==> config.mk <==
export PLATFORM = sky130hd
export DESIGN_NAME = divider
export DESIGN_NICKNAME = d
export VERILOG_FILES = /design/src/rtl/divider_pkg.sv /design/src/rtl/divider_step.sv /design/src/rtl/divider.sv
export SDC_FILE = /design/constraint.sdc
export NUM_CORES = 1
export LEC_CHECK = 0
export ABC_AREA = 1
export BUFFER_PORTS_ARGS = -buffer_cell sky130_fd_sc_hd__clkbuf_2
export CORE_AREA = 2 2 145 147
export CTS_CLUSTER_DIAMETER = 80
export DETAILED_ROUTE_END_ITERATION = 7
export DIE_AREA = 0 0 147 149
export GPL_TIMING_DRIVEN = 1
export PLACE_DENSITY = 0.83
export SETUP_SLACK_MARGIN = 0.4
export SLEW_MARGIN = 20
export SYNTH_ARGS = -nofsm -noshare
export SYNTH_HDL_FRONTEND = slang
export SYNTH_SLANG_ARGS = --single-unit
==> constraint.sdc <==
create_clock -name clock -period 3.4 [get_ports clock]
set_input_delay 0.17 -clock clock [delete_from_list [all_inputs] [get_ports clock]]
set_output_delay 0.17 -clock clock [all_outputs]
set_load 0.02 [all_outputs]
==> src/rtl/divider_pkg.sv <==
// Shared definitions for the execute-stage integer divider.
// Holds the divider FSM state encoding, the execute-stage DIV/DIVU operator
// codes, the operand width and a conditional two's-complement negate helper.
package divider_pkg;

    // Divider control states (2-bit).
    typedef enum logic [1:0] {
        DIV_FREE    = 2'b00,
        DIV_BY_ZERO = 2'b01,
        DIV_ON      = 2'b10,
        DIV_END     = 2'b11
    } div_state_e;

    // Execute-stage operator codes; the execute stage decodes these to drive
    // signed_div and start.
    typedef enum logic [7:0] {
        EXE_OP_DIV  = 8'b0001_1010,
        EXE_OP_DIVU = 8'b0001_1011
    } exe_op_e;

    localparam int         DIV_WIDTH = 32;
    localparam logic [5:0] DIV_ITERS = 6'd32;

    // Two's-complement negate when neg is set, pass-through otherwise.
    function automatic logic [DIV_WIDTH-1:0] cond_negate(
        input logic [DIV_WIDTH-1:0] value,
        input logic                 neg
    );
        return neg ? (~value + 32'd1) : value;
    endfunction

endpackage

==> src/rtl/divider_step.sv <==
// One radix-2 restoring division step: 33-bit trial subtract plus shift.
// Ports: i_work  working register bits [63:0] ({remainder window, dividend/quotient}),
//        i_divisor divisor magnitude, o_work next 65-bit working register. Purely combinational.
module divider_step
    import divider_pkg::*;
(
    input  logic [63:0]          i_work,
    input  logic [DIV_WIDTH-1:0] i_divisor,
    output logic [64:0]          o_work
);

    logic [DIV_WIDTH:0] w_diff;

    // The extra top bit of the subtract acts as the borrow: set means the
    // divisor did not fit into the current remainder window.
    assign w_diff = {1'b0, i_work[63:32]} - {1'b0, i_divisor};

    always_comb begin
        if (w_diff[DIV_WIDTH]) begin
            o_work = {i_work, 1'b0};
        end else begin
            o_work = {w_diff[31:0], i_work[31:0], 1'b1};
        end
    end

endmodule

==> src/rtl/divider.sv <==
// Multi-cycle 32-bit DIV/DIVU unit for the execute stage: one quotient bit per clock.
// Ports: clock/reset (sync, active-high), signed_div, operand_a, operand_b, start
//        (level-held until ready), annul (abort in flight), result {rem, quot}, ready.
module divider
    import divider_pkg::*;
(
    input  logic                 clock,
    input  logic                 reset,
    input  logic                 signed_div,
    input  logic [DIV_WIDTH-1:0] operand_a,
    input  logic [DIV_WIDTH-1:0] operand_b,
    input  logic                 start,
    input  logic                 annul,
    output logic [63:0]          result,
    output logic                 ready
);

    div_state_e           r_state;
    logic [5:0]           r_cnt;
    logic [64:0]          r_work;
    logic [DIV_WIDTH-1:0] r_divisor;
    logic                 r_signed;
    logic                 r_neg_a;
    logic                 r_neg_b;

    logic [DIV_WIDTH-1:0] w_abs_a;
    logic [DIV_WIDTH-1:0] w_abs_b;
    logic [64:0]          w_work_next;
    logic [DIV_WIDTH-1:0] w_quot_fix;
    logic [DIV_WIDTH-1:0] w_rem_fix;

    // Magnitudes of the operands as seen at capture time.
    assign w_abs_a = cond_negate(operand_a, signed_div & operand_a[31]);
    assign w_abs_b = cond_negate(operand_b, signed_div & operand_b[31]);

    divider_step u_step (
        .i_work    (r_work[63:0]),
        .i_divisor (r_divisor),
        .o_work    (w_work_next)
    );

    // Quotient is negative when the operand signs differ; the remainder takes
    // the sign of the dividend. 0x80000000 / -1 wraps back to 0x80000000.
    assign w_quot_fix = cond_negate(r_work[31:0],  r_signed & (r_neg_a ^ r_neg_b));
    assign w_rem_fix  = cond_negate(r_work[64:33], r_signed & r_neg_a);

    always_ff @(posedge clock) begin
        if (reset) begin
            r_state   <= DIV_FREE;
            r_cnt     <= 6'd0;
            r_work    <= 65'd0;
            r_divisor <= '0;
            r_signed  <= 1'b0;
            r_neg_a   <= 1'b0;
            r_neg_b   <= 1'b0;
            result    <= 64'd0;
            ready     <= 1'b0;
        end else begin
            case (r_state)
                DIV_FREE: begin
                    if (start && !annul) begin
                        if (operand_b == '0) begin
                            r_state <= DIV_BY_ZERO;
                        end else begin
                            r_state   <= DIV_ON;
                            r_signed  <= signed_div;
                            r_neg_a   <= operand_a[31];
                            r_neg_b   <= operand_b[31];
                            r_divisor <= w_abs_b;
                            // Pre-shifted by one so the first trial subtract
                            // already sees the dividend MSB in its window.
                            r_work    <= {32'd0, w_abs_a, 1'b0};
                            r_cnt     <= 6'd0;
                        end
                    end
                end

                DIV_BY_ZERO: begin
                    r_state <= DIV_END;
                    result  <= 64'd0;
                    ready   <= 1'b1;
                end

                DIV_ON: begin
                    if (annul) begin
                        r_state <= DIV_FREE;
                    end else if (r_cnt == DIV_ITERS) begin
                        result  <= {w_rem_fix, w_quot_fix};
                        ready   <= 1'b1;
                        r_state <= DIV_END;
                    end else begin
                        r_work <= w_work_next;
                        r_cnt  <= r_cnt + 6'd1;
                    end
                end

                DIV_END: begin
                    // Hold the result until the execute stage drops start, so a
                    // stalled pipeline never sees a second result for one request.
                    if (!start) begin
                        ready   <= 1'b0;
                        r_state <= DIV_FREE;
                    end
                end

                default: begin
                    r_state <= DIV_FREE;
                end
            endcase
        end
    end

endmodule

# Word level (Yosys, flattened, before mapping)
# Cells that the tools add are included.
# op_classes
n_bitwise	10
eq_ne	11
mux	28
n_addsub	6
n_reduce_logical	12
# ops
operator	n
$mux W65	5
$pmux W65 S2	1
$add A32 B1 Y32 const B	4
$mux W32	4
$mux W64	2
$not A32 Y32	4
$pmux W64 S2	1
$sub A32 B32 Y33	1
$logic_not A32 Y1	1
$mux W6	4
$ne A2 B2 Y1 const B	6
$pmux W6 S2	1
$mux W2	5
$reduce_and A3 Y1	3
$pmux W2 S4	1
$add A6 B1 Y6 const B	1
$eq A6 B6 Y1 const B	1
$reduce_and A5 Y1	1
$and A1 B1 Y1	4
$eq A2 B2 Y1 const B	2
$reduce_and A4 Y1	1
$reduce_bool A2 Y1	2
$mux W1	3
$ne A3 B3 Y1 const B	1
8 further kinds	8
# totals
in_bits	69
out_inout_bits	65
wordCells	76
reg_bits	173

# Longest topological paths before layout
# logic_depth
word_depth	6
ltp_mapped	17
ltp_nobuf	16

# Hierarchy
# A second synthesis with hierarchy kept.
# hier_totals
cells_unflattened	2352
hier_area_um2	13412.9
# by_module_without_submodules
module	area_each_um2	n_inst	cells_per_inst
divider	10126.0	1	1676
divider_step	3286.9	1	676

# Worst setup path after synthesis
# Ideal clock, no wire load.
# synth_timing
path_type	reg-to-reg
from	register r_work[32]
to	register r_work[48]
t_arrival_ps	2001
synth_period_minus_slack_ps	2133
setup_slack_ps	1267
path_buffers	1
path_stages_with_launch	17
setup_time_ps	132
cell_sequence	dfxtp_1 inv_1 ha_1 fa_1 inv_1 nand2_1 nand2_1 nand3_1 nand2_1 nand2_1 nand2_1 nand2_2 nand2_2 buf_2 nand2_1 nand3_1 a21oi_1
# synth_via
elab_chain_cells	5
# synth_lines
item	line	rtl
start: declaration	divider.sv:20	logic [64:0] r_work;
start signal: assignment	divider.sv:72	r_work <= {32'd0, w_abs_a, 1'b0};
start signal: assignment	divider.sv:92	r_work <= w_work_next;
$sub A32 B32 Y33	divider_step.sv:16	assign w_diff = {1'b0, i_work[63:32]} - {1'b0, i_divisor};
$mux W65	divider_step.sv:19	if (w_diff[DIV_WIDTH]) begin
$mux W65	divider.sv:87	end else if (r_cnt == DIV_ITERS) begin
$mux W65	divider.sv:85	if (annul) begin
$pmux W65 S2	divider.sv:59	case (r_state)
# No other way between the ends. The select of a mux whose other input is x is not followed.
# A chain may end at the register's enable or synchronous reset.

# Worst setup path in the final report
# layout_timing
from	register r_work[33]
to	register r_work[35]
# Same word-level chain as after synthesis.

==> results.py <==
metrics = {
    "power": {
        "leakagePower_uw": 0.00731,
        "peakVddDrop_uv": 317,
        "total_power_uw": 7110,
        "power_density_mw_per_mm2": 494,
    },
    "clock_tree": {
        "ctsHoldBuffers": 0,
        "cts_sinks": 173,
        "clk_pin_slew_ns": 0.07,
        "cts_setup_buffers": 0,
        "ctsResizeCount": 0,
        "clock_path_buffers": 2,
        "cts_buffers": 17,
        "cts_root_buf": "clkbuf_16",
        "htreeDepth": 4,
        "clock_latency_ns": 0.44,
        "tritoncts": "yes",
    },
    "floorplan": {
        "core_sq_mm": 0.0206,
        "rows": 53,
        "die_w_microns": 147,
        "die_h_microns": 149,
        "num_io_pins": 134,
        "die-area_sq_mm": 0.0219,
        "start_util_pct": 63.6,
    },
    "critical_path": {
        "cpPeakStageDelay_ns": 0.51,
        "worstPathArrival_ns": 3.05,
        "endpoint_kind": "register",
        "cp_common_cell": "nand2_1",
        "critPathMaxFanout": 33,
        "crit_chain": "inv_1 > fa_1 > inv_1 > nand2_1 > nand2_1 > nand3_1 > nand2_1 > nand2_1 > nand2_1 > nand2_2 > nand2_2 > o21ai_0 > nand3_1 > a21oi_1",
        "crit_slowest_cell": "nand2_2",
        "critPathLaunchType": "register",
        "path_class": "reg -> reg",
        "critical_path_required_ns": 3.69,
    },
    "timing": {
        "tightest_slew_ns": 1.07,
        "clock.fmax_mhz": 362,
        "finalCritPeriodShare_pct": 81.2,
        "rsz0062_at_grt": "false",
        "setup_viol": 0,
        "drv_slew": 0,
        "finClkSkew_ns": 0.0153,
        "hold_viol": 0,
        "finalSetupTns_ns": 0,
        "min_period_ns": 2.76,
        "slew_headroom_pct": 28.1,
    },
    "synth": {
        "syn_inst": 2258,
        "syn_nets": 2367,
        "synth_area_sq_mm": 0.0131,
        "synthDistinctLibCells": 43,
        "yosys.area.top_type_share_pct": 26.5,
        "ys_seq_area_share_pct": 26.5,
        "yosysTopAreaCell": "dfxtp_1",
        "synthTopCellsByArea": "dfxtp_1 26%, nand2_1 19%, inv_1 9.1%",
        "synth_area_per_cell_sq_um": 5.79,
        "ys_seq_elements": 173,
        "yosys_warnings": 0,
    },
    "routing": {
        "top_layer": "met4",
        "wirelength_met1_mm": 18.3,
        "vias": 15100,
        "drt_pass1_iterations": 6,
        "route.detailed.drc": 0,
        "dr.first_iter.drc_count": 1574,
        "routed-wl-met3_mm": 4.62,
        "drt-wirelength-per-cell_microns": 16.1,
        "viasPerCell": 5.74,
        "wl_met2_mm": 18.0,
        "final_antenna_net_count": 0,
        "wl_mm": 42.4,
    },
    "grt": {
        "grt_max_degree": 70,
        "grt_overflow": 0,
        "antenna_found_initial": 0,
        "grt_pass1_wl_mm": 66.9,
        "grt_usage_pct": 38.0,
        "grt_pass1_vias": 13300,
    },
    "cells_and_area": {
        "drive_above_1_share_pct": 8.83,
        "fillers": 1977,
        "final_cell_mix": "677 x nand2_1, 317 x inv_1, 237 x nand3_1, 215 x nor2_1, 212 x a21oi_1",
        "areaGrowthSynthToFinish_pct": 9.96,
        "diodes": 0,
        "layout_commonest_cell": "nand2_1",
        "final_nets": 2453,
    },
    "min_path": {
        "hp-class": "in -> reg",
    },
    "placed_design": {
        "place_hpwl_mm": 32.5,
        "gp_congestion": 1.05,
        "placement.io_buffers": 133,
    },
    "outcome": {
        "outcome": "completed",
    },
    "flow_run": {
        "drv_cap": 0,
    },
}
power by group:
group,total (uW),internal (uW),switching [uW]
Clock,1940,1050,898
Sequential,2340,2190,149
Combinational,2820,822,2000
state kept, by name, summed over array words and instances, names as in the netlist:
signal / cells
result: 64
r_signed: 1
r_neg_a: 1
r_work: 65
ready: 1
r_divisor: 32
r_cnt: 6
r_neg_b: 1
r_state: 2
logic make-up (layout without fill, tap and decap cells):
kind of cell	after synthesis	in the layout	synth area share, %
flip-flops	173	173	26.5
buffers and inverters	410	508	12.5
AO/OA/AOI/OAI	365	365	14.6
adder cells (fa/ha/maj)	40	40	3.88
XOR/XNOR	51	51	3.41
AND/OR/NAND/NOR	1219	1219	39.2
path summary, 6_finish.rpt:
path,startpoint,end,slack [ns],cells after the start
worst max register to register,r_work[33]$_SDFFE_PP0P_,r_work[35]$_SDFFE_PP0P_,0.64,14
worst max-delay path,r_work[33]$_SDFFE_PP0P_,r_work[35]$_SDFFE_PP0P_,0.64,14
worst min-delay path,operand_b[0],r_divisor[0]$_SDFFE_PP0P_,0.03,3
worst min register to register,result[10]$_SDFFE_PP0P_,result[10]$_SDFFE_PP0P_,0.46,2
through the flow:
step / worst slack, ns / cells / instance area [sq um] / hold WS, ns / utilization (%)
5_1_grt: 0.436 / 2631 / 14400 / 0.0398 / 70.0
4_1_cts: 0.703 / 2631 / 14400 / 0.0192 / 70.0
2_1_floorplan: 1.27 / 2258 / 13100 / 0.313 / -
3_3_place_gp: 0.762 / 2600 / 13800 / 0.451 / 67.2
6_report: 0.641 / 2631 / 14400 / 0.0318 / 70.0
3_5_place_dp: 0.731 / 2600 / 13800 / 0.455 / 67.2
final cells by class:
type | count | area, sq um | area share (%)
well taps | 275 | 344 | 2.39
flip-flops and latches | 173 | 3460 | 24.1
clock buffers | 19 | 443 | 3.08
clock inverters | 12 | 128 | 0.887
repair buffers | 148 | 781 | 5.43
multi-input cells | 1675 | 7990 | 55.6
inverters | 329 | 1230 | 8.58
worst max-delay path, delay by kind of cell (launching register included):
kind / cells / cell delay, ns
flops: 1 / 0.40
compound gates: 2 / 0.25
fa+ha+maj: 1 / 0.44
simple gates: 9 / 1.26
buf+inv: 2 / 0.25
synth_stat cells (all sizes together):
library cell,n
nand2,681
inv,326
nand3,239
nor2,220
a21oi,214
dfxtp,173
o21ai,123
buf,43
ha,39
nand4,39
clkbuf,38
xor2,35
nor3,24
xnor2,16
a31oi,6
and2,6
o22ai,6
o31ai,6
o211ai,5
clkinv,3
nand3b,3
or2,3
a21o,2
and3,2
nor4,2
o21bai,2
fa,1
o21a,1
per-layer routing:
| metal | global-route usage [%] | up-vias |
|---|---|---|
| met5 | 0 | - |
| met4 | 14.1 | 0 |
| met3 | 6.02 | 96 |
| met2 | 58.6 | 819 |
| met1 | 53.9 | 6777 |
| li1 | - | 7397 |
Power figures use the tool's default switching activity.
